<file path="config.mk">
export PLATFORM = sky130hd
export DESIGN_NAME = noc2validready_handshake_adapter_flat
export DESIGN_NICKNAME = d
export VERILOG_FILES = /design/src/rtl/noc2validready_handshake_adapter_if.sv /design/src/rtl/noc2validready_handshake_adapter.sv /design/src/flat_wrapper.sv
export SDC_FILE = /design/constraint.sdc
export NUM_CORES = 1
export LEC_CHECK = 0
export CAP_MARGIN = 20
export CORE_AREA = 3 3 197 199
export CTS_CLUSTER_SIZE = 16
export DETAILED_ROUTE_END_ITERATION = 8
export DIE_AREA = 0 0 200 202
export GPL_TIMING_DRIVEN = 0
export PLACE_DENSITY = 0.74
export SYNTH_ARGS = -nofsm -noshare
export SYNTH_HDL_FRONTEND = slang
export SYNTH_SLANG_ARGS = --single-unit
</file>
<file path="constraint.sdc">
create_clock -name clk_i -period 8.95 [get_ports clk_i]
set_input_delay 2.2375 -clock clk_i [delete_from_list [all_inputs] [get_ports clk_i]]
set_output_delay 2.2375 -clock clk_i [all_outputs]
set_load 0.02 [all_outputs]
</file>
<file path="src/rtl/noc2validready_handshake_adapter_if.sv">
// Bundles both sides of the ejection adapter: the NoC valid/avail side and the
// valid/ready consumer side, plus the sticky protocol error flag.
//   slave  modport: the adapter (receives flits, drives avail/out/error)
//   master modport: the environment (router port + consumer)
// Signal names keep the adapter-relative _i/_o suffixes.
interface noc2validready_handshake_adapter_if #(
  parameter int unsigned FlitWidth               = 64,
  parameter int unsigned NumberOfVirtualChannels = 2,
  parameter int unsigned VirtualChannelIdWidth   = 1
);
  logic                               valid_i;
  logic [FlitWidth-1:0]               data_i;
  logic [VirtualChannelIdWidth-1:0]   virtual_channel_id_i;
  logic [NumberOfVirtualChannels-1:0] avail_o;
  logic                               valid_o;
  logic                               ready_i;
  logic [FlitWidth-1:0]               data_o;
  logic [VirtualChannelIdWidth-1:0]   virtual_channel_id_o;
  logic                               protocol_error_o;

  modport slave (
    input  valid_i, data_i, virtual_channel_id_i, ready_i,
    output avail_o, valid_o, data_o, virtual_channel_id_o, protocol_error_o
  );

  modport master (
    output valid_i, data_i, virtual_channel_id_i, ready_i,
    input  avail_o, valid_o, data_o, virtual_channel_id_o, protocol_error_o
  );
endinterface

</file>
<file path="src/rtl/noc2validready_handshake_adapter.sv">
// Ejection adapter: NoC valid/avail flits -> per-VC FIFOs -> single valid/ready
// output with round-robin arbitration over non-empty VCs.
// Ports:
//   clk_i  : clock
//   rst_i  : asynchronous active-high reset
//   bus_io : adapter side of the handshake interface
//            valid_i/data_i/virtual_channel_id_i in, avail_o out (registered),
//            valid_o/data_o/virtual_channel_id_o out, ready_i in,
//            protocol_error_o out (sticky until reset)
module noc2validready_handshake_adapter #(
  parameter int unsigned FlitWidth               = 64,
  parameter int unsigned NumberOfVirtualChannels = 2,
  parameter int unsigned VirtualChannelIdWidth   = 1,
  parameter int unsigned FifoDepth               = 4
) (
  input  logic                                 clk_i,
  input  logic                                 rst_i,
  noc2validready_handshake_adapter_if.slave    bus_io
);

  localparam int unsigned NumVc = NumberOfVirtualChannels;
  localparam int unsigned VcW   = VirtualChannelIdWidth;
  localparam int unsigned PtrW  = $clog2(FifoDepth);
  localparam int unsigned CntW  = PtrW + 1;

  typedef enum logic [0:0] {StUnlocked, StLocked} lock_state_e;

  logic [FlitWidth-1:0] mem_q [NumVc][FifoDepth];
  logic [PtrW-1:0]      wr_ptr_q [NumVc];
  logic [PtrW-1:0]      wr_ptr_d [NumVc];
  logic [PtrW-1:0]      rd_ptr_q [NumVc];
  logic [PtrW-1:0]      rd_ptr_d [NumVc];
  logic [CntW-1:0]      occ_q    [NumVc];
  logic [CntW-1:0]      occ_d    [NumVc];
  logic [NumVc-1:0]     avail_q, avail_d;
  logic [NumVc-1:0]     nonempty, push_vec, pop_vec;
  logic [VcW-1:0]       rr_q, rr_d;
  logic [VcW-1:0]       lock_vc_q, lock_vc_d;
  logic [VcW-1:0]       grant, search_vc;
  lock_state_e          state_q, state_d;
  logic                 perr_q, perr_d;
  logic                 vc_in_range, push_ok, pop, out_valid, found;
  int unsigned          idx;

  // Input acceptance: only a flit offered to an in-range VC with avail high is stored.
  always_comb begin
    vc_in_range = 32'(bus_io.virtual_channel_id_i) < NumVc;
    push_ok     = bus_io.valid_i && vc_in_range && avail_q[bus_io.virtual_channel_id_i];
    perr_d      = perr_q | (bus_io.valid_i & ~push_ok);
  end

  always_comb begin
    for (int unsigned v = 0; v < NumVc; v++) begin
      nonempty[v] = occ_q[v] != '0;
      push_vec[v] = push_ok && (bus_io.virtual_channel_id_i == VcW'(v));
      pop_vec[v]  = pop && (grant == VcW'(v));
    end
  end

  // Cyclic search for the first non-empty VC starting at the RR pointer.
  always_comb begin
    search_vc = '0;
    found     = 1'b0;
    idx       = 0;
    for (int unsigned i = 0; i < NumVc; i++) begin
      idx = (32'(rr_q) + i) % NumVc;
      if (!found && nonempty[idx]) begin
        found     = 1'b1;
        search_vc = VcW'(idx);
      end
    end
  end

  // Lock FSM: state register.
  always_ff @(posedge clk_i or posedge rst_i) begin
    if (rst_i) begin
      state_q   <= StUnlocked;
      lock_vc_q <= '0;
    end else begin
      state_q   <= state_d;
      lock_vc_q <= lock_vc_d;
    end
  end

  // Lock FSM: next state. A stalled offer freezes the grant until the handshake.
  always_comb begin
    state_d   = state_q;
    lock_vc_d = lock_vc_q;
    unique case (state_q)
      StUnlocked: begin
        if (out_valid && !bus_io.ready_i) begin
          state_d   = StLocked;
          lock_vc_d = grant;
        end
      end
      StLocked: begin
        if (bus_io.ready_i) state_d = StUnlocked;
      end
      default: state_d = StUnlocked;
    endcase
  end

  // Lock FSM: outputs (grant selection).
  always_comb begin
    unique case (state_q)
      StLocked: grant = lock_vc_q;
      default:  grant = search_vc;
    endcase
  end

  always_comb begin
    out_valid = |nonempty;
    pop       = out_valid && bus_io.ready_i;
    rr_d      = rr_q;
    if (pop) begin
      rr_d = (32'(grant) == NumVc - 1) ? '0 : grant + VcW'(1);
    end
  end

  // avail is computed from next occupancy, so a pop never raises it early.
  always_comb begin
    for (int unsigned v = 0; v < NumVc; v++) begin
      occ_d[v]    = occ_q[v] + CntW'(push_vec[v]) - CntW'(pop_vec[v]);
      wr_ptr_d[v] = wr_ptr_q[v] + PtrW'(push_vec[v]);
      rd_ptr_d[v] = rd_ptr_q[v] + PtrW'(pop_vec[v]);
      avail_d[v]  = occ_d[v] < CntW'(FifoDepth);
    end
  end

  always_ff @(posedge clk_i or posedge rst_i) begin
    if (rst_i) begin
      for (int unsigned v = 0; v < NumVc; v++) begin
        occ_q[v]    <= '0;
        wr_ptr_q[v] <= '0;
        rd_ptr_q[v] <= '0;
      end
      avail_q <= '0;
      rr_q    <= '0;
      perr_q  <= 1'b0;
    end else begin
      for (int unsigned v = 0; v < NumVc; v++) begin
        occ_q[v]    <= occ_d[v];
        wr_ptr_q[v] <= wr_ptr_d[v];
        rd_ptr_q[v] <= rd_ptr_d[v];
      end
      avail_q <= avail_d;
      rr_q    <= rr_d;
      perr_q  <= perr_d;
    end
  end

  // Storage needs no reset: contents are only visible while occupancy is non-zero.
  always_ff @(posedge clk_i) begin
    if (push_ok) begin
      mem_q[bus_io.virtual_channel_id_i][wr_ptr_q[bus_io.virtual_channel_id_i]] <= bus_io.data_i;
    end
  end

  always_comb begin
    bus_io.avail_o          = avail_q;
    bus_io.valid_o          = out_valid;
    bus_io.protocol_error_o = perr_q;
    bus_io.data_o           = '0;
    bus_io.virtual_channel_id_o = '0;
    if (out_valid) begin
      bus_io.data_o               = mem_q[grant][rd_ptr_q[grant]];
      bus_io.virtual_channel_id_o = grant;
    end
  end

endmodule
</file>
<file path="src/flat_wrapper.sv">
// flat-port wrapper written by rule: the top's interface ports become plain ports
module noc2validready_handshake_adapter_flat 
#(
  parameter int unsigned FlitWidth               = 64,
  parameter int unsigned NumberOfVirtualChannels = 2,
  parameter int unsigned VirtualChannelIdWidth   = 1,
  parameter int unsigned FifoDepth               = 4
)
  (clk_i, rst_i, bus_io_valid_i, bus_io_data_i, bus_io_virtual_channel_id_i, bus_io_ready_i, bus_io_avail_o, bus_io_valid_o, bus_io_data_o, bus_io_virtual_channel_id_o, bus_io_protocol_error_o);
  noc2validready_handshake_adapter_if #(.FlitWidth(FlitWidth), .NumberOfVirtualChannels(NumberOfVirtualChannels), .VirtualChannelIdWidth(VirtualChannelIdWidth)) bus_io_i ();
  input  logic clk_i;
  input  logic rst_i;
  input wire logic [$bits(bus_io_i.valid_i)-1:0] bus_io_valid_i;
  input wire logic [$bits(bus_io_i.data_i)-1:0] bus_io_data_i;
  input wire logic [$bits(bus_io_i.virtual_channel_id_i)-1:0] bus_io_virtual_channel_id_i;
  input wire logic [$bits(bus_io_i.ready_i)-1:0] bus_io_ready_i;
  output wire logic [$bits(bus_io_i.avail_o)-1:0] bus_io_avail_o;
  output wire logic [$bits(bus_io_i.valid_o)-1:0] bus_io_valid_o;
  output wire logic [$bits(bus_io_i.data_o)-1:0] bus_io_data_o;
  output wire logic [$bits(bus_io_i.virtual_channel_id_o)-1:0] bus_io_virtual_channel_id_o;
  output wire logic [$bits(bus_io_i.protocol_error_o)-1:0] bus_io_protocol_error_o;
  assign bus_io_i.valid_i = bus_io_valid_i;
  assign bus_io_i.data_i = bus_io_data_i;
  assign bus_io_i.virtual_channel_id_i = bus_io_virtual_channel_id_i;
  assign bus_io_i.ready_i = bus_io_ready_i;
  assign bus_io_avail_o = bus_io_i.avail_o;
  assign bus_io_valid_o = bus_io_i.valid_o;
  assign bus_io_data_o = bus_io_i.data_o;
  assign bus_io_virtual_channel_id_o = bus_io_i.virtual_channel_id_o;
  assign bus_io_protocol_error_o = bus_io_i.protocol_error_o;
  noc2validready_handshake_adapter #(.FlitWidth(FlitWidth), .NumberOfVirtualChannels(NumberOfVirtualChannels), .VirtualChannelIdWidth(VirtualChannelIdWidth), .FifoDepth(FifoDepth)) u_core (.clk_i(clk_i), .rst_i(rst_i), .bus_io(bus_io_i));
endmodule
</file>
[Word level (Yosys, flattened, before mapping)]
Memory sizes are Yosys's and may differ from the RTL's.
Index checks and enable logic that the tools add are counted.
Word-level totals
  register bits after elaboration: 20
  latch bits: 0
  RAM bits: 512
  ROM bits: 0
  output and inout bits: 69
  logic and storage cells: 86
  memories: 1
Memories
  u_core.mem_q: words 2, width 256, read ports 1, clocked after memory_dff 0, write ports 1, line noc2validready_handshake_adapter.sv:28  | logic [FlitWidth-1:0] mem_q [NumVc][FifoDepth];
Cells by class
  add/sub/neg operators: 10
  multipliers: 0
  div/mod/pow operators: 0
  order comparisons: 10
  equal/unequal tests: 0
  shift operators: 0
  muxes and demuxes: 29
  bitwise logic cells: 10
  reduce and logical (&&, ||, !) cells: 15
Operator list (number)
  $mux 256: 1
  $mux 64: 4
  $bmux 64 s2: 1
  $demux 64 s2: 1
  $mux 1: 15
  $mux 2: 6
  $logic_and 1x1->1: 9
  $add 2x1->2: 4
  $add 3x1->3: 2
  $ge 3x3->1 const B: 2
  $lt 1x2->1 const B: 3
  $lt 3x3->1 const B: 2
  $not 2->3: 2
  $reduce_bool 3->1: 2
  $sub 3x1->3: 2
  $ge 2x2->1 const B: 2
  $not 1->1: 4
  $not 1->2: 2
  $lt 3x1->1 const B: 1
  $add 1x1->1 const B: 2
  $logic_not 1->1: 2
  $pmux 1 s2: 1
  $reduce_and 2->1: 1
  $reduce_or 2->1: 1
  2 further kinds: 2

[Logic depth before layout (Yosys ltp)]
Gate-level depths: netlist of run 1.
  word-level depth: 17
  gate-level depth with buffers: 12

[Worst setup path after synthesis of run 1]
No wires, ideal clock.
  path kind: input to register
  from: input port bus_io_virtual_channel_id_i
  to: memory u_core.mem_q[0][192] in the netlist's numbering, enable pin
  arrival time: 7.015 ns
  required time: 8.385 ns
  slack: 1.369 ns
  cell stages on the path: 4
  path buffers: 0
  path through: nand2b_1 > o22ai_1 > nand2_1 > nor3_1
On the way
  cells in the longest elaborated chain, start to end: 10
  elaborated cells on any way between the ends: 15
  classes of those cells: order compare (2); mux (9); bitwise (2); reduce/logical (2)
RTL lines
  start, declared: line flat_wrapper.sv:15  | input wire logic [$bits(bus_io_i.virtual_channel_id_i)-1:0] bus_io_virtual_channel_id_i;
  $not 1->2 (implied by the code): line noc2validready_handshake_adapter.sv:155  | mem_q[bus_io.virtual_channel_id_i][wr_ptr_q[bus_io.virtual_channel_id_i]] <= bus_io.data_i;
  $mux 2 (implied by the code) (3 in a row): line noc2validready_handshake_adapter.sv:155
  $not 2->3 (implied by the code): line noc2validready_handshake_adapter.sv:155
  $ge 3x3->1 (implied by the code) or $lt 3x1->1 (tied branches): line noc2validready_handshake_adapter.sv:155
  $logic_and 1x1->1 (implied by the code): line noc2validready_handshake_adapter.sv:155
  $mux 64 (implied by the code): line noc2validready_handshake_adapter.sv:155
  $demux 64 s2: line noc2validready_handshake_adapter.sv:155
  $mux 256 (implied by the code): line noc2validready_handshake_adapter.sv:155
  end, declared: line noc2validready_handshake_adapter.sv:28
Several ways; a longest one is shown, not always the timed one. The select of a mux whose other input is x is not followed.

[Final worst setup path of run 1]
  from: register u_core.occ_q[5] in the netlist's numbering
  to: output port bus_io_data_o[3]
On the way
  cells in the longest elaborated chain, start to end: 17
  elaborated cells on any way between the ends: 22
  classes of those cells: mux (15); bitwise (2); reduce/logical (4); memory (1)
RTL lines
  start, declared: line noc2validready_handshake_adapter.sv:33  | logic [CntW-1:0] occ_q [NumVc];
  start signal, assigned by index: line noc2validready_handshake_adapter.sv:142  | occ_q[v] <= occ_d[v];
  $reduce_bool 3->1 *: line noc2validready_handshake_adapter.sv:54  | nonempty[v] = occ_q[v] != '0;
  $mux 1 (implied by the code) (2 in a row): line noc2validready_handshake_adapter.sv:67  | if (!found && nonempty[idx]) begin
  $mux 1: line noc2validready_handshake_adapter.sv:67
  $logic_not 1->1: line noc2validready_handshake_adapter.sv:67
  $logic_and 1x1->1: line noc2validready_handshake_adapter.sv:67
  $mux 1: line noc2validready_handshake_adapter.sv:67
  $mux 1: line noc2validready_handshake_adapter.sv:105  | unique case (state_q)
  $not 1->2 (implied by the code): line noc2validready_handshake_adapter.sv:166  | bus_io.data_o = mem_q[grant][rd_ptr_q[grant]];
  $mux 2 (implied by the code) (3 in a row): line noc2validready_handshake_adapter.sv:166
  $not 2->3 (implied by the code): line noc2validready_handshake_adapter.sv:166
  $bmux 64 s2: line noc2validready_handshake_adapter.sv:166
  $mux 64 (implied by the code) (2 in a row): line noc2validready_handshake_adapter.sv:166
  $mux 64 *: line noc2validready_handshake_adapter.sv:165  | if (out_valid) begin
  end, declared: line flat_wrapper.sv:19  | output wire logic [$bits(bus_io_i.data_o)-1:0] bus_io_data_o;
Mark *: on every way between the ends. The rest lies on a longest branch, timed or not. The select of a mux whose other input is x is not followed.

==> flow_summary_export.csv, run 1 <==
group,metric,value,unit
logic_synthesis,yosysWarnings,0,
logic_synthesis,synthesis.area,20300,um^2
clock_network,post_cts_buffers,0,
worst_hold_path,holdCritStartpoint,"u_core.bus_io.protocol_error_o$_DFF_PP0_",
logic_synthesis,synth_xor_area_share,0.345,%
logic_synthesis,synth_compound_area_share,1.78,%
die,fp.dieH,202,um
run,drv_cap,0,
layout,postLayoutCellArea,24400,um^2
logic_synthesis,synth-edff-count,512,
logic_synthesis,synthArstFlopShare,3.76,%
status,status,"finished clean",
setup_path,end_kind,"primary output",
timing,max_freq,0.179,GHz
routing,remaining_drc_errors,0,
setup_path,worstPathArrival,3.34,ns
timing,grt_setup_unrepaired,"no",
die,dieArea,40400,um^2
routing,drtIter0Drc,736,
setup_path,reg2reg_from,"u_core.occ_q[5]$_DFF_PP0_",
place,place_area,22900,um^2
timing,max_slew_margin,32.9,%
layout,layout-drive-gt1-share,22.0,%
layout,utilization,65.4,%
setup_path,critPathLaunchType,"register",
setup_path,cp_max_fo,10,
logic_synthesis,synth-simple-area-share,3.16,%
timing,fin_tns_setup,0,ns
logic_synthesis,syn_nets,1049,
timing,slew_violations,0,
clock_network,clk_path_buf_depth,3,
die,coreArea,37400,um^2
global_routing,antenna_found_initial,3,
logic_synthesis,avgSynthCellArea,20.9,um^2
pwr,intPower,5380,uW
clock_network,clock_latency,0.58,ns
routing,ant_nets,0,
global_routing,grt_pass1_vias,10663,
die,start_util,54.3,%
layout,fin_nets,1271,
clock_network,clkTransAtPathRegs,0.06,ns
timing,hold_violations,0,
global_routing,grt_use_total,21.9,%
logic_synthesis,synth.area.mux_share,14.3,%
pwr,powerDensity,321,nW/um^2
layout,final_cell_mix,"512 x edfxtp_1, 137 x clkdlybuf4s50_1, 133 x nand2_1",
die,die_width,200,um
global_routing,globalRouteOverflowTotal,0,
clock_network,cts_tree,"yes",
global_routing,grt_pass1_wl,65.3,mm
layout,multi_input_area,4170,um^2
clock_network,cts_sinks,532,
routing,num_vias,10040,
logic_synthesis,synth_top_family_by_area,"multiplexers",
timing,fin_skew,0.00976,ns
clock_network,cts.repair.resized,0,
pwr,p_seq_share,38.4,%
clock_network,cts-root-buf,"clkbuf_16",
place,hpwlAfterDp,27.0,mm
clock_network,cts_buffers,53,
routing,drt-wirelength-per-cell,24.7,um
timing,min_period,5.58,ns
routing,vias_per_cell,5.78,
routing,first_pass_iters,5,
logic_synthesis,syn_inst,970,
clock_network,htreeDepth,2,
global_routing,grt_start_max_net_pins,27,
die,rows,71,
logic_synthesis,synth.distinct_cells,29,
layout,fill_cells,2440,
pwr,switchingPower,2470,uW
layout,mostFrequentLayoutCell,"edfxtp_1",
pwr,p_leak,0.00800,uW
place,place_congestion,0.701,
pwr,swShare,31.4,%
logic_synthesis,ys_ff_latch,532,
layout,syn_to_final_growth,20.4,%
layout,seq_area,15900,um^2
pwr,clockPowerShare,25.6,%
logic_synthesis,synth_fa_ha_area_share,0.690,%
setup_path,required,6.71,ns
timing,period_share,62.3,%
place,numPortBuffers,137,
timing,tightest_slew,1.00,ns
worst_hold_path,min_path_type,"reg2reg",
logic_synthesis,synth_seq_area_share,78.2,%
die,io_pins,138,
logic_synthesis,synthFlopType,"edfxtp_1",
setup_path,cp-startpoint,"u_core.occ_q[5]$_DFF_PP0_",
setup_path,crit_type,"reg2out",
routing,wirelength,42.9,mm
pwr,ir_worst_vdd,0.251,mV
pwr,combinationalPowerShare,36.0,%
clock_network,holdBufCountCts,0,
timing,finalSetupViolCount,0,
[cell type report]
cell class                      count  area share, %
Sequential cell                   532           64.9
Multi-Input combinational cell    375           17.1
Timing Repair Buffer              167           7.78
Clock buffer                       69           5.85
Tap cell                          511           2.62
Buffer                             49           1.02
Clock inverter                     19          0.491
Inverter                           14          0.215
Antenna cell                        1         0.0102
[sequential cells by signal (all words and copies together) (netlist names)]
name	count
u_core.mem_q	512
u_core.occ_q	6
u_core.rd_ptr_q	4
u_core.wr_ptr_q	4
u_core.bus_io.avail_o	2
u_core.bus_io.protocol_error_o	1
u_core.lock_vc_q	1
u_core.rr_q	1
u_core.state_q	1
[metal layers]
layer,GRT usage [%],vias up,share of wire [%]
met1,30.4,5272,41
met4,6.06,6,2.0
met3,4.18,61,6.6
met5,0,-,0.093
met2,36.1,340,50
li1,-,4361,-
[per-stage QoR]
step	instances	hold slack [ns]	setup slack (ns)	power (uW)
final	1737	0.475	3.37	7840
after global routing	1736	0.497	3.19	8200
after CTS	1736	0.474	3.31	7940
after detailed placement	1648	0.457	3.75	5920
after global placement	1618	0.454	-3.68	5860
after floorplan	970	0.452	1.37	4770
[worst paths after layout]
kind                       slack [ns]  cells past startpoint                                  endpoint
setup / recovery                 3.37                      6                          bus_io_data_o[3]
min in group asynchronous        2.11                      2  u_core.bus_io.protocol_error_o$_DFF_PP0_
setup reg to reg                 5.70                     11                 u_core.occ_q[5]$_DFF_PP0_
hold reg to reg                  0.48                      1  u_core.bus_io.protocol_error_o$_DFF_PP0_
max in group asynchronous        6.36                      2                  u_core.state_q$_DFF_PP0_
hold / removal                   0.48                      1  u_core.bus_io.protocol_error_o$_DFF_PP0_
[power by group through the flow]
| stage | clock (uW) | combinational, uW | sequential (uW) |
|---|---|---|---|
| floorplan | 0 | 1710 | 3070 |
| global placement | 0 | 2770 | 3090 |
| detailed placement | 0 | 2860 | 3060 |
| CTS | 2050 | 2880 | 3010 |
| global route | 2150 | 3040 | 3020 |
| finish | 2010 | 2820 | 3010 |
[kinds of logic (layout without fill, tap and decap cells)]
| group | Yosys count | in the layout |
|---|---|---|
| AO/OA/AOI/OAI | 69 | 69 |
| XOR/XNOR | 8 | 8 |
| adder cells (fa/ha/maj) | 10 | 10 |
| buffers and inverters | 63 | 318 |
| flip-flops | 532 | 532 |
| multiplexers | 130 | 130 |
| other | 0 | 1 |
| AND/OR/NAND/NOR | 158 | 158 |
[critical path, cell delays in order, from the launching register on]
cell             delay (ns)
dfrtp_1                0.39
or3_4                  0.41
a211oi_2               0.26
clkbuf_1               0.54
nand2_1                0.10
a21oi_1                0.37
clkdlybuf4s50_1        0.69
[Yosys cell counts (3+ instances only)]
cell,instances,area (um^2)
edfxtp_1,512,15400
nand2_1,133,499
mux4_2,128,2880
a21oi_1,64,320
buf_2,26,130
dfrtp_1,20,500
clkbuf_1,16,60.1
inv_1,14,52.6
nor2_1,14,52.6
ha_1,8,100
buf_6,4,45.0
xnor2_1,4,35.0
xor2_1,4,35.0
nand2b_1,3,18.8
nor3_1,3,15.0
No activity file was read; power rests on OpenSTA's default activity.
==> run 2: changes to the inputs <==
Clock period 8.95 ns to 5.4 ns, I/O delays scaled along.
==> run 2 against run 1 <==
- sequential share of layout area rose by 0.053 points
- sequential power rose by 66%
- clock-buffer cell count rose by 5
- critical path type unchanged
- critical endpoint is now bus_io_data_o[14]
- largest power group unchanged
==> flow_summary_export.csv, run 2 (synthesis results as in run 1) <==
group,metric,value,unit
setup_path,worstPathArrival,3.32,ns
setup_path,required,4.05,ns
timing,tightest_slew,0.857,ns
timing,max_slew_margin,42.7,%
routing,drtIter0Drc,826,
status,status,"finished clean",
die,coreArea,37400,um^2
timing,period_share,86.6,%
clock_network,cts_sinks,532,
die,start_util,54.3,%
layout,postLayoutCellArea,24400,um^2
timing,finalSetupViolCount,0,
global_routing,grt_pass1_wl,64.9,mm
setup_path,path_delay_family,"buffers and inverters",
routing,vias_per_cell,5.78,
pwr,clockPowerShare,25.2,%
layout,utilization,65.3,%
clock_network,post_cts_buffers,0,
place,place_area,22900,um^2
clock_network,clkTransAtPathRegs,0.06,ns
timing,hold_violations,0,
place,hpwlAfterDp,26.9,mm
routing,first_pass_iters,5,
clock_network,clk_path_buf_depth,3,
layout,largest_reg_flops,512,
global_routing,antenna_found_initial,3,
timing,fin_skew,0.0128,ns
routing,num_vias,10024,
pwr,p_seq_share,38.6,%
setup_path,critPathSlowestCell,"clkdlybuf4s50_1",
worst_hold_path,min_path_type,"reg2reg",
global_routing,grt_start_max_net_pins,27,
pwr,ir_worst_vdd,0.357,mV
pwr,switchingPower,4080,uW
pwr,powerDensity,530,nW/um^2
routing,drt-wirelength-per-cell,24.8,um
routing,wirelength,43.0,mm
routing,remaining_drc_errors,0,
layout,syn_to_final_growth,20.3,%
die,rows,71,
layout,mostFrequentLayoutCell,"edfxtp_1",
setup_path,crit_buf_inv,2,
pwr,p_leak,0.00796,uW
die,dieArea,40400,um^2
setup_path,cp_max_fo,10,
pwr,swShare,31.5,%
clock_network,cts_tree,"yes",
layout,final_cell_mix,"512 x edfxtp_1, 137 x clkdlybuf4s50_1, 133 x nand2_1",
timing,fin_tns_setup,0,ns
setup_path,cpPeakStageDelay,0.67,ns
place,numPortBuffers,137,
pwr,combinationalPowerShare,36.2,%
pwr,intPower,8860,uW
clock_network,cts_buffers,51,
setup_path,worstPathCellList,"nor4_2 -> a211o_1 -> clkbuf_1 -> nand2_1 -> a21oi_1 -> clkdlybuf4s50_1",
global_routing,globalRouteOverflowTotal,0,
layout,fin_nets,1263,
place,place_congestion,0.723,
clock_network,htreeDepth,2,
clock_network,holdBufCountCts,0,
timing,max_freq,0.214,GHz
routing,ant_nets,0,
global_routing,grt_pass1_vias,10324,
timing,grt_setup_unrepaired,"no",
die,die_width,200,um
setup_path,crit_type,"reg2out",
die,io_pins,138,
layout,layout-drive-gt1-share,21.1,%
clock_network,cts-root-buf,"clkbuf_16",
setup_path,critPathLaunchType,"register",
layout,fill_cells,2452,
timing,slew_violations,0,
clock_network,clock_latency,0.58,ns
die,fp.dieH,202,um
setup_path,end_kind,"primary output",
clock_network,cts.repair.resized,0,
global_routing,grt_use_total,22.0,%
run,drv_cap,0,
timing,min_period,4.67,ns
-- run 2: cell count changes in the layout (fill, tap and decap cells not counted), moves of 2 or more --
cell       previous run  this run
clkbuf_8              0         2
clkbuf_1             30        36
buf_6                17         4
nor3_4                0         2
nor3_2                2         0
clkinv_2              6         2
buf_12                8        12
buf_16                7         9
clkbuf_16            55        52
-- run 2: worst paths after layout --
| path | start | to | slack [ns] | cells after the start |
|---|---|---|---|---|
| max | u_core.state_q$_DFF_PP0_ | bus_io_data_o[14] | 0.73 | 6 |
| min | u_core.bus_io.protocol_error_o$_DFF_PP0_ | u_core.bus_io.protocol_error_o$_DFF_PP0_ | 0.47 | 1 |
| max reg2reg | u_core.occ_q[5]$_DFF_PP0_ | u_core.occ_q[5]$_DFF_PP0_ | 2.11 | 11 |
| min reg2reg | u_core.bus_io.protocol_error_o$_DFF_PP0_ | u_core.bus_io.protocol_error_o$_DFF_PP0_ | 0.47 | 1 |
| max in group asynchronous | rst_i | u_core.state_q$_DFF_PP0_ | 3.68 | 2 |
| min in group asynchronous | rst_i | u_core.wr_ptr_q[3]$_DFF_PP0_ | 1.23 | 2 |
-- run 2: final cells by class --
class                   instances  area, um^2  area share [%]
repair buffers                161        1900            7.80
clock inverters                15         106           0.435
plain buffers                  49         250            1.02
multi-input cells             375        4190            17.1
diodes                          2        5.00          0.0205
inverters                      14        52.6           0.215
well taps                     511         639            2.62
clock buffers                  74        1400            5.75
flip-flops and latches        532       15900            65.0
-- run 2: routing by layer --
| metal | up-vias | GRT usage (%) | routed length, um |
|---|---|---|---|
| met5 | - | 0 | 27 |
| met2 | 373 | 34.8 | 21300 |
| met3 | 62 | 4.72 | 3210 |
| li1 | 4330 | - | - |
| met1 | 5255 | 31.7 | 17700 |
| met4 | 4 | 6.28 | 836 |
-- run 2: stage by stage --
| stage | power, uW | cells | hold WS (ns) | setup slack, ns |
|---|---|---|---|---|
| 5_1_grt | 13600 | 1731 | 0.494 | 0.540 |
| 3_5_place_dp | 9830 | 1642 | 0.458 | 1.07 |
| 2_1_floorplan | 7910 | 970 | 0.452 | 0.425 |
| 3_3_place_gp | 9720 | 1618 | 0.457 | -3.09 |
| 6_report | 12900 | 1733 | 0.473 | 0.726 |
| 4_1_cts | 13100 | 1731 | 0.475 | 0.651 |
-- run 2: power groups by stage --
stage	combinational, uW	sequential [uW]	clock, uW
2_1_floorplan	2830	5080	0
3_3_place_gp	4610	5110	0
3_5_place_dp	4760	5080	0
4_1_cts	4780	4990	3340
5_1_grt	5040	5010	3500
6_report	4680	4990	3270
==> run 3: changes to the inputs <==
Settings changed: ABC_AREA set to 1, CORE_AREA 3 3 197 199 to 3 3 211 213, DIE_AREA 0 0 200 202 to 0 0 214 216.
==> run 3 against run 2 <==
- fmax decreased by 4.9%
- clock power increased by 15%
- via count increased by 65%
- setup slack got worse by 0.24 ns
- hold slack got worse by 0.0024 ns
- critical endpoint is now bus_io_data_o[54]
- largest power group is now combinational logic
==> flow_summary_export.csv, run 3 <==
group,metric,value,unit
routing,first_pass_iters,6,
layout,postLayoutCellArea,27800,um^2
logic_synthesis,synth-edff-count,512,
logic_synthesis,synthArstFlopShare,3.76,%
place,hpwlAfterDp,37.6,mm
place,dp_cells,3084,
routing,drtIter0Drc,1786,
die,io_pins,138,
setup_path,worstPathArrival,3.56,ns
clock_network,clock_latency,0.59,ns
routing,wirelength,58.4,mm
timing,finalSetupViolCount,0,
pwr,powerDensity,555,nW/um^2
logic_synthesis,synth_top_family_by_area,"simple AND/OR/NAND/NOR gates",
logic_synthesis,synthesis.area,23400,um^2
logic_synthesis,synth_compound_area_share,1.58,%
clock_network,cts_buffers,54,
setup_path,crit_end,"bus_io_data_o[54]",
layout,layout-drive-gt1-share,7.43,%
timing,min_period,4.91,ns
setup_path,critPathLaunchType,"register",
logic_synthesis,syn_inst,2346,
clock_network,htreeDepth,2,
logic_synthesis,yosysMostFrequentCell,"nand2_1",
timing,hold_violations,0,
logic_synthesis,synth.distinct_cells,28,
place,place_congestion,0.794,
logic_synthesis,yosys.area.top_type,"edfxtp_1",
timing,period_share,91.0,%
clock_network,cts-root-buf,"clkbuf_16",
logic_synthesis,synthTopCellsByArea,"edfxtp_1 66%, nand2_1 16%, inv_1 4.4%",
logic_synthesis,syn_nets,2425,
die,coreArea,42900,um^2
layout,final_cell_mix,"976 x nand2_1, 512 x edfxtp_1, 277 x inv_1",
layout,largest_reg_flops,512,
die,fp.dieH,216,um
timing,tightest_slew,0.859,ns
setup_path,reg2reg_to,"u_core.bus_io.avail_o[1]$_DFF_PP0_",
routing,ant_nets,0,
logic_synthesis,synthFlopType,"edfxtp_1",
logic_synthesis,ys_ff_latch,532,
layout,fin_nets,2634,
status,status,"finished clean",
setup_path,reg2reg_from,"u_core.occ_q[1]$_DFF_PP0_",
logic_synthesis,synth_fa_ha_area_share,0.598,%
setup_path,cp-startpoint,"u_core.occ_q[1]$_DFF_PP0_",
place,numPortBuffers,136,
timing,max_slew_margin,42.6,%
layout,mostFrequentLayoutCell,"nand2_1",
global_routing,globalRouteOverflowTotal,0,
run,drv_cap,0,
routing,met2WireLength,27.9,mm
pwr,ir_worst_vdd,0.385,mV
die,die_width,214,um
layout,instances_no_fill,3184,
routing,num_vias,16542,
routing,drt-met1-wl,23.3,mm
timing,slew_violations,0,
setup_path,reg2regPathDepth,13,
logic_synthesis,synth.area.mux_share,0,%
setup_path,end_kind,"primary output",
clock_network,clkTransAtPathRegs,0.06,ns
clock_network,cts_sinks,532,
global_routing,antenna_found_initial,3,
global_routing,grt_use_total,24.9,%
place,place_area,26000,um^2
timing,max_freq,0.203,GHz
logic_synthesis,synth_xor_area_share,0.261,%
worst_hold_path,min_path_type,"reg2reg",
logic_synthesis,synth.top_cells.by_count,"976 x nand2_1, 512 x edfxtp_1, 277 x inv_1",
logic_synthesis,synth-simple-area-share,22.7,%
clock_network,cts_tree,"yes",
logic_synthesis,yosys.area.top_type_share,65.6,%
setup_path,required,4.05,ns
clock_network,holdBufCountCts,0,
timing,fin_skew,0.00711,ns
global_routing,grt_pass1_vias,16106,
timing,fin_tns_setup,0,ns
die,start_util,54.7,%
logic_synthesis,yosysWarnings,0,
die,rows,76,
global_routing,grt_pass1_wl,89.6,mm
pwr,p_leak,0.0122,uW
routing,drt-wirelength-per-cell,18.3,um
clock_network,cts.repair.resized,0,
die,dieArea,46200,um^2
logic_synthesis,avgSynthCellArea,9.99,um^2
timing,grt_setup_unrepaired,"no",
routing,topRoutingLayerUsed,"met5",
clock_network,post_cts_buffers,0,
setup_path,r2r_setup_slack,1.94,ns
routing,remaining_drc_errors,0,
timing,timing.hold.ws,0.470,ns
routing,wl_met3,5.17,mm
global_routing,grt_start_max_net_pins,29,
logic_synthesis,synth_seq_area_share,67.7,%
setup_path,crit_type,"reg2out",
setup_path,cp_max_fo,10,
layout,syn_to_final_growth,18.4,%
clock_network,clk_path_buf_depth,3,
routing,vias_per_cell,5.20,
pwr,p_total,15400,uW
-- run 3: changes by cell type after synthesis, sizes merged, moves of 3 or more --
cell / delta
mux4: -128
nand3: +64
o21ai: +65
a21oi: -60
inv: +266
buf: +53
nand3b: +65
nand2: +847
clkbuf: +17
nand2b: -3
nor2: +199
xnor2: -3
-- run 3: final cells by class --
class	instances	area [um^2]
sequential	532	15900
fill	3109	15100
multi-input combinational	1414	5950
timing repair buffer	153	1720
clock buffer	74	1520
inverter	281	1050
tap	585	732
buffer	119	632
clock inverter	25	269
antenna	1	2.50
-- run 3: cells by family (layout without fill, tap and decap cells) --
| family | Yosys count | after routing |
|---|---|---|
| and+or+nand+nor | 1325 | 1325 |
| DFF | 532 | 532 |
| buffers and inverters | 400 | 652 |
| AOI/OAI and AO/OA | 72 | 72 |
| adders and majority gates | 10 | 10 |
| xor gates and xnor gates | 7 | 7 |
| other | 0 | 1 |
-- run 3: worst min-delay path by stage --
stage                                  from                           end  slack, ns  cells past startpoint
2_1_floorplan  u_core.wr_ptr_q[1]$_DFF_PP0_  u_core.wr_ptr_q[1]$_DFF_PP0_       0.44                      1
3_5_place_dp   u_core.rd_ptr_q[3]$_DFF_PP0_  u_core.rd_ptr_q[3]$_DFF_PP0_       0.46                      1
5_1_grt        u_core.wr_ptr_q[3]$_DFF_PP0_  u_core.wr_ptr_q[3]$_DFF_PP0_       0.49                      1
6_report       u_core.wr_ptr_q[3]$_DFF_PP0_  u_core.wr_ptr_q[3]$_DFF_PP0_       0.47                      1
3_3_place_gp   u_core.wr_ptr_q[3]$_DFF_PP0_  u_core.wr_ptr_q[3]$_DFF_PP0_       0.45                      1
4_1_cts        u_core.rd_ptr_q[3]$_DFF_PP0_  u_core.rd_ptr_q[3]$_DFF_PP0_       0.47                      1
-- run 3: routing by layer --
layer | GRT usage, % | vias to the layer above
li1 | - | 7861
met1 | 33.3 | 7714
met2 | 41.4 | 824
met3 | 4.14 | 139
met4 | 9.85 | 4
met5 | 0 | -
-- run 3: through the flow --
step	utilization (%)	setup slack [ns]
2_1_floorplan	-	-0.0247
3_3_place_gp	59.6	-2.48
3_5_place_dp	60.5	1.17
4_1_cts	64.7	0.507
5_1_grt	64.7	0.391
6_report	64.7	0.486
-- run 3: report_power, final --
group          internal, uW  leakage (uW)  switching (uW)  total (uW)
logic                  2320       0.00647            4370        6690
registers              4860       0.00486            92.4        4950
clock network          2250      0.000873            1520        3770
-- run 3: worst max-delay path, cell delays in order, from the launching register on --
cell and delay (ns):
dfrtp_1 0.39, nor2_1 0.08, inv_1 0.09, nor3_1 0.07, clkinv_1 0.23, clkbuf_1 0.49, clkbuf_1 0.58, nand2_1 0.11
nor2_1 0.27, clkdlybuf4s50_1 0.67
==> RTL change 1 (config.mk and constraints of run 3) <==
`NumberOfVirtualChannels` is set to 2 in 3 places; all go to 1.
--- a/src/rtl/noc2validready_handshake_adapter_if.sv
+++ b/src/rtl/noc2validready_handshake_adapter_if.sv
@@ -5,7 +5,7 @@
 // Signal names keep the adapter-relative _i/_o suffixes.
 interface noc2validready_handshake_adapter_if #(
   parameter int unsigned FlitWidth               = 64,
-  parameter int unsigned NumberOfVirtualChannels = 2,
+  parameter int unsigned NumberOfVirtualChannels = 1,
   parameter int unsigned VirtualChannelIdWidth   = 1
 );
   logic                               valid_i;
--- a/src/rtl/noc2validready_handshake_adapter.sv
+++ b/src/rtl/noc2validready_handshake_adapter.sv
@@ -9,7 +9,7 @@
 //            protocol_error_o out (sticky until reset)
 module noc2validready_handshake_adapter #(
   parameter int unsigned FlitWidth               = 64,
-  parameter int unsigned NumberOfVirtualChannels = 2,
+  parameter int unsigned NumberOfVirtualChannels = 1,
   parameter int unsigned VirtualChannelIdWidth   = 1,
   parameter int unsigned FifoDepth               = 4
 ) (
--- a/src/flat_wrapper.sv
+++ b/src/flat_wrapper.sv
@@ -2,7 +2,7 @@
 module noc2validready_handshake_adapter_flat 
 #(
   parameter int unsigned FlitWidth               = 64,
-  parameter int unsigned NumberOfVirtualChannels = 2,
+  parameter int unsigned NumberOfVirtualChannels = 1,
   parameter int unsigned VirtualChannelIdWidth   = 1,
   parameter int unsigned FifoDepth               = 4
 )
Interface: changed (resized bus_io_avail_o); port bits go from 138 to 137. No check against the original RTL was run, so the function may have changed too.
==> RTL change 1 against run 3 <==
Total power fell by 50%; register-to-register slack improved by 0.88 ns; largest cell class unchanged; final area fell by 47%; clock skew rose by 0.00075 ns; worst setup slack improved by 0.69 ns; area after synthesis fell by 52%; routed wire length fell by 50%; sequential cell count fell by 265; critical endpoint is now bus_io_data_o[20].
==> RTL change 1: results (changes against run 3) <==
\begin{tabular}{lr}
\hline
Metric & Value \\
\hline
\multicolumn{2}{l}{\textbf{Status}} \\
Status & complete, no violations (unchanged) \\
\multicolumn{2}{l}{\textbf{Synthesis}} \\
Adder-cell area share of the yosys netlist & 0.619\% (was 0.598\%) \\
Share of the yosys chip area belonging to registers & 70.3\% (was 67.7\%) \\
Proportion of register bits with asynchronous set or reset after synthesis & 4.12\% (was 3.76\%) \\
Largest cells by area after synthesis & sky130\_fd\_sc\_hd\_\_edfxtp\_1, sky130\_fd\_sc\_hd\_\_inv\_1, sky130\_fd\_sc\_hd\_\_nand2\_1, sky130\_fd\_sc\_hd\_\_nand3\_1, sky130\_fd\_sc\_hd\_\_a21oi\_1 (was sky130\_fd\_sc\_hd\_\_edfxtp\_1, sky130\_fd\_sc\_hd\_\_nand2\_1, sky130\_fd\_sc\_hd\_\_inv\_1, sky130\_fd\_sc\_hd\_\_nor2\_1, sky130\_fd\_sc\_hd\_\_dfrtp\_1) \\
Netlist cell types & 19 (was 28) \\
Area fraction in compound gates after synthesis & 3.03\% (was 1.58\%) \\
Syn Nets & 1134 (was 2425) \\
\multicolumn{2}{l}{\textbf{Finish}} \\
Flip-flop count of the largest register after layout & 256 (was 512) \\
Layout Nets & 1327 (was 2634) \\
\multicolumn{2}{l}{\textbf{Route}} \\
Number of design-rule violations left by the first detailed-router iteration & 523 (was 1786) \\
Vias/cell & 4.10 (was 5.20) \\
Wire length reported by the detailed router & 29000 um (was 58400 um) \\
\multicolumn{2}{l}{\textbf{Clock tree}} \\
Number of buffers inserted during clock tree synthesis & 28 (was 54) \\
Worst-Skew Late Latency & 0.55 ns (was 0.59 ns) \\
\multicolumn{2}{l}{\textbf{Placement}} \\
Placer's final routability congestion estimate & 0.708 (was 0.794) \\
Post-detail-place hpwl & 20300 um (was 37600 um) \\
\multicolumn{2}{l}{\textbf{Setup path}} \\
Worst reg-to-reg path cell count & 11 (was 13) \\
Worst reg2reg endpoint & u\_core.occ\_q[2]\$\_DFF\_PP0\_ (was u\_core.bus\_io.avail\_o[1]\$\_DFF\_PP0\_) \\
Register-to-register setup slack & 2.82 ns (was 1.94 ns) \\
Arrival @ worst endpoint & 2.88 ns (was 3.56 ns) \\
\multicolumn{2}{l}{\textbf{GRT}} \\
Global router's overall resource usage & 12.3\% (was 24.9\%) \\
Antenna violations before repair & 2 (was 3) \\
Via count of the first global-routing pass & 7960 (was 16.1k) \\
Maximum number of pins on one net before global-route repair & 14 (was 29) \\
Met2 track demand over resource in global routing & 20.8\% (was 41.4\%) \\
Global-route wire length before repair & 44000 um (was 89600 um) \\
Met3 track demand over resource & 2.94\% (was 4.14\%) \\
GR met1 Demand/Resource & 15.7\% (was 33.3\%) \\
\multicolumn{2}{l}{\textbf{Timing}} \\
Minimum hold slack & 0.463 ns (was 0.470 ns) \\
Clock tree skew after final layout & 0.00785 ns (was 0.00711 ns) \\
\multicolumn{2}{l}{\textbf{Pwr}} \\
Peak supply drop & 0.000344 V (was 0.000385 V) \\
Switching Fraction & 37.8\% (was 38.8\%) \\
\hline
\end{tabular}
RTL change 1: power by group through the flow:
stage / Combinational (mW) / Clock (mW) / Sequential, mW
finish: 3.37 / 1.79 / 2.52
global route: 3.67 / 1.94 / 2.53
CTS: 3.44 / 1.85 / 2.52
detailed placement: 3.42 / 0 / 2.56
global placement: 3.31 / 0 / 2.60
floorplan: 1.81 / 0 / 2.58
RTL change 1: cell type report:
type	count	area, um2	share of cell area [%]
diodes	1	2.50	0.0171
plain buffers	48	234	1.60
clock buffers	42	815	5.57
clock inverters	10	52.6	0.360
inverters	271	1020	6.96
multi-input cells	474	2130	14.6
flip-flops and latches	267	7960	54.5
well taps	585	732	5.01
repair buffers	163	1670	11.4
RTL change 1: worst max path at each step:
stage | to | from | cells past startpoint | slack [ns]
floorplan | u_core.mem_q[0][0]$_DFFE_PP_ | bus_io_valid_i | 4 | -1.17
global placement | u_core.mem_q[0][8]$_DFFE_PP_ | bus_io_valid_i | 5 | -5.60
detailed placement | u_core.mem_q[0][73]$_DFFE_PP_ | bus_io_valid_i | 9 | 1.51
CTS | bus_io_data_o[24] | u_core.rd_ptr_q[1]$_DFF_PP0_ | 5 | 1.08
global route | bus_io_data_o[24] | u_core.rd_ptr_q[1]$_DFF_PP0_ | 5 | 0.98
finish | bus_io_data_o[20] | u_core.rd_ptr_q[1]$_DFF_PP0_ | 5 | 1.17
RTL change 1: stage by stage:
stage	cells	utilization, %	area (um2)	setup TNS [ns]
global route	1860	34.1	14600	0
CTS	1860	34.1	14600	0
finish	1861	34.1	14600	0
detailed placement	1808	32.1	13700	0
floorplan	1060	-	11300	-298.47
global placement	1781	31.3	13400	-1391.51
RTL change 1: worst reg2reg max path, cell delays in order, from the launching register on:
cell and delay (ns):
sky130_fd_sc_hd__dfrtp_1 0.41, sky130_fd_sc_hd__inv_1 0.11, sky130_fd_sc_hd__nand3_2 0.14, sky130_fd_sc_hd__inv_1 0.24
sky130_fd_sc_hd__buf_2 0.32, sky130_fd_sc_hd__nor2_1 0.13, sky130_fd_sc_hd__ha_1 0.28, sky130_fd_sc_hd__inv_1 0.06
sky130_fd_sc_hd__ha_1 0.14, sky130_fd_sc_hd__inv_1 0.05, sky130_fd_sc_hd__fa_1 0.41, sky130_fd_sc_hd__xor2_1 0.18
RTL change 1: kinds of logic after synthesis:
family,Yosys count
simple gates,397
compound gates,68
fa+ha+maj,5
buf+inv,319
xor+xnor,4
flops,267
RTL change 1: per-layer routing:
layer  part of all wire (%)  vias to the layer above  wire length, um
li1                       -                     3751                -
met1                     44                     3623            12700
met2                     48                      216            13800
met3                    5.9                       44             1710
met4                    2.6                        0              750
met5                      0                        -                0
==> RTL change 2 (settings of run 3) <==
Without the edit above. Reset style: synchronous (`rst_i`), changed in 2 clocked blocks. Comments in the files are not updated.
--- a/src/rtl/noc2validready_handshake_adapter.sv
+++ b/src/rtl/noc2validready_handshake_adapter.sv
@@ -72,7 +72,7 @@
   end
 
   // Lock FSM: state register.
-  always_ff @(posedge clk_i or posedge rst_i) begin
+  always_ff @(posedge clk_i) begin
     if (rst_i) begin
       state_q   <= StUnlocked;
       lock_vc_q <= '0;
@@ -127,7 +127,7 @@
     end
   end
 
-  always_ff @(posedge clk_i or posedge rst_i) begin
+  always_ff @(posedge clk_i) begin
     if (rst_i) begin
       for (int unsigned v = 0; v < NumVc; v++) begin
         occ_q[v]    <= '0;
Formal check against the unedited RTL: differs if rst_i is asserted again (counterexample within 4 cycles, from zero or initial values and one cycle with rst_i high); with rst_i held inactive, the same outputs for 4 cycles.
==> RTL change 2 against run 3 <==
First-iteration DRC count shrank 5.4%; sequential power decreased by 4.0%; clock power fell by 3%; final area fell by 0.49%; synthesized cell count up 0.94%; total power rose by 3.6%; routed wire length up 0.50%; area after synthesis about the same; sequential cell count did not move; count of clock-buffer cells in the layout is 7 lower; worst setup slack got worse by 0.074 ns; non-clock buffer count is the same; maximum frequency fell by 1.5%; combinational power up 13%; critical endpoint is now bus_io_data_o[28].
==> RTL change 2: results (changes against run 3) <==
\begin{tabular}{lr}
\hline
Metric & Value \\
\hline
\multicolumn{2}{l}{\textbf{Status}} \\
Status & complete, no violations (unchanged) \\
\multicolumn{2}{l}{\textbf{Finish}} \\
Layout Nets & 2653 (was 2634) \\
Number of inserted filler cells in the final layout & 3237 (was 3109) \\
\multicolumn{2}{l}{\textbf{Route}} \\
Vias/cell & 5.17 (was 5.20) \\
Routed length per instance & 18.3 um (about the same) \\
First drt pass iteration count & 5 (was 6) \\
Number of design-rule violations left by the first detailed-router iteration & 1689 (was 1786) \\
\multicolumn{2}{l}{\textbf{Placement}} \\
Worst slack after detailed placement & 1.14 ns (was 1.17 ns) \\
Cell count after placement & 3104 (was 3084) \\
Placed inst area & 25900 um2 (was 26000 um2) \\
Post-detail-place hpwl & 37200 um (was 37600 um) \\
\multicolumn{2}{l}{\textbf{Pwr}} \\
Net switching power & 6.54 mW (was 5.98 mW) \\
Peak supply drop & 0.000421 V (was 0.000385 V) \\
\multicolumn{2}{l}{\textbf{Hold path}} \\
Worst min-delay path startpoint & u\_core.rr\_q\$\_SDFFE\_PP0N\_ (was u\_core.wr\_ptr\_q[3]\$\_DFF\_PP0\_) \\
Number of cells on the worst hold path & 2 (was 1) \\
\multicolumn{2}{l}{\textbf{Synthesis}} \\
Proportion of register bits with asynchronous set or reset after synthesis & 0\% (was 3.76\%) \\
Netlist cell types & 27 (was 28) \\
Syn Nets & 2447 (was 2425) \\
Avg Cell Area, Syn & 9.90 um2 (was 9.99 um2) \\
\multicolumn{2}{l}{\textbf{GRT}} \\
Via count of the first global-routing pass & 16.4k (was 16.1k) \\
Antenna violations before repair & 4 (was 3) \\
Global router's overall resource usage & 25.3\% (was 24.9\%) \\
Global-route wire length before repair & 90500 um (was 89600 um) \\
\multicolumn{2}{l}{\textbf{Timing}} \\
Shortest period the worst path allows & 4.99 ns (was 4.91 ns) \\
Clock tree skew after final layout & 0.0185 ns (was 0.00711 ns) \\
\multicolumn{2}{l}{\textbf{Setup path}} \\
Source of the worst register-to-register timing path & u\_core.occ\_q[0][4]\$\_SDFF\_PP0\_ (was u\_core.occ\_q[1]\$\_DFF\_PP0\_) \\
\multicolumn{2}{l}{\textbf{Clock tree}} \\
Number of buffers inserted during clock tree synthesis & 53 (was 54) \\
\hline
\end{tabular}
[RTL change 2: cell types whose count changed after synthesis, sizes merged, moves of 2 or more]
| cell | before | now |
|---|---|---|
| a211oi | 0 | 2 |
| nor2 | 213 | 229 |
| clkbuf | 33 | 30 |
| xor2 | 6 | 3 |
| dfxtp | 0 | 20 |
| nand2 | 980 | 978 |
| a21oi | 4 | 2 |
| xnor2 | 1 | 5 |
| buf | 86 | 91 |
| dfrtp | 20 | 0 |
| inv | 280 | 285 |
[RTL change 2: worst reg2reg max path, cell delays in order, from the launching register on]
cell	delay, ns
sky130_fd_sc_hd__dfxtp_1	0.38
sky130_fd_sc_hd__nor2_1	0.08
sky130_fd_sc_hd__a21oi_2	0.14
sky130_fd_sc_hd__nand2_2	0.10
sky130_fd_sc_hd__nand2_2	0.08
sky130_fd_sc_hd__clkbuf_1	0.49
sky130_fd_sc_hd__nor2_1	0.15
sky130_fd_sc_hd__ha_1	0.32
sky130_fd_sc_hd__inv_1	0.04
sky130_fd_sc_hd__ha_1	0.21
sky130_fd_sc_hd__fa_1	0.43
sky130_fd_sc_hd__xor2_1	0.22
sky130_fd_sc_hd__inv_1	0.06
sky130_fd_sc_hd__nor2_1	0.09
[RTL change 2: power groups by stage]
| stage | sequential, mW | clock (mW) | combinational [mW] |
|---|---|---|---|
| finish | 4.75 | 3.65 | 7.56 |
| global route | 4.76 | 3.85 | 8.29 |
| CTS | 4.74 | 3.68 | 7.56 |
| global placement | 4.85 | 0 | 7.35 |
| floorplan | 4.84 | 0 | 4.53 |
| detailed placement | 4.83 | 0 | 7.51 |
[RTL change 2: final cells by class]
type | count | area, um2 | share of cell area, %
multi-input combinational | 1430 | 6020 | 21.8
tap | 585 | 732 | 2.65
clock buffer | 67 | 1460 | 5.29
buffer | 121 | 632 | 2.29
antenna | 1 | 2.50 | 0.00906
timing repair buffer | 151 | 1670 | 6.05
sequential | 532 | 15800 | 57.1
clock inverter | 27 | 256 | 0.929
inverter | 285 | 1070 | 3.87
[RTL change 2: worst paths after layout]
check / end / slack, ns
setup / recovery: bus_io_data_o[28] / 0.41
hold / removal: u_core.rr_q$_SDFFE_PP0N_ / 0.47
setup reg to reg: u_core.occ_q[0][2]$_SDFF_PP0_ / 2.53
hold reg to reg: u_core.rr_q$_SDFFE_PP0N_ / 0.47
[RTL change 2: cells by family after synthesis]
family                     after synthesis  synth area share, %
and+or+nand+nor                       1341                 22.9
DFF                                    532                 67.3
buffers and inverters                  406                 7.26
AOI/OAI and AO/OA                       70                 1.54
adders and majority gates               10                0.598
xor gates and xnor gates                 8                0.299
muxes                                    1               0.0427
[RTL change 2: layer usage]
layer	share of wire, %	GRT usage, %	routed length [um]
met2	48	42.7	28200
met3	8.6	4.83	5050
met4	3.0	9.85	1750
met1	40	32.7	23600
met5	0.061	0	36
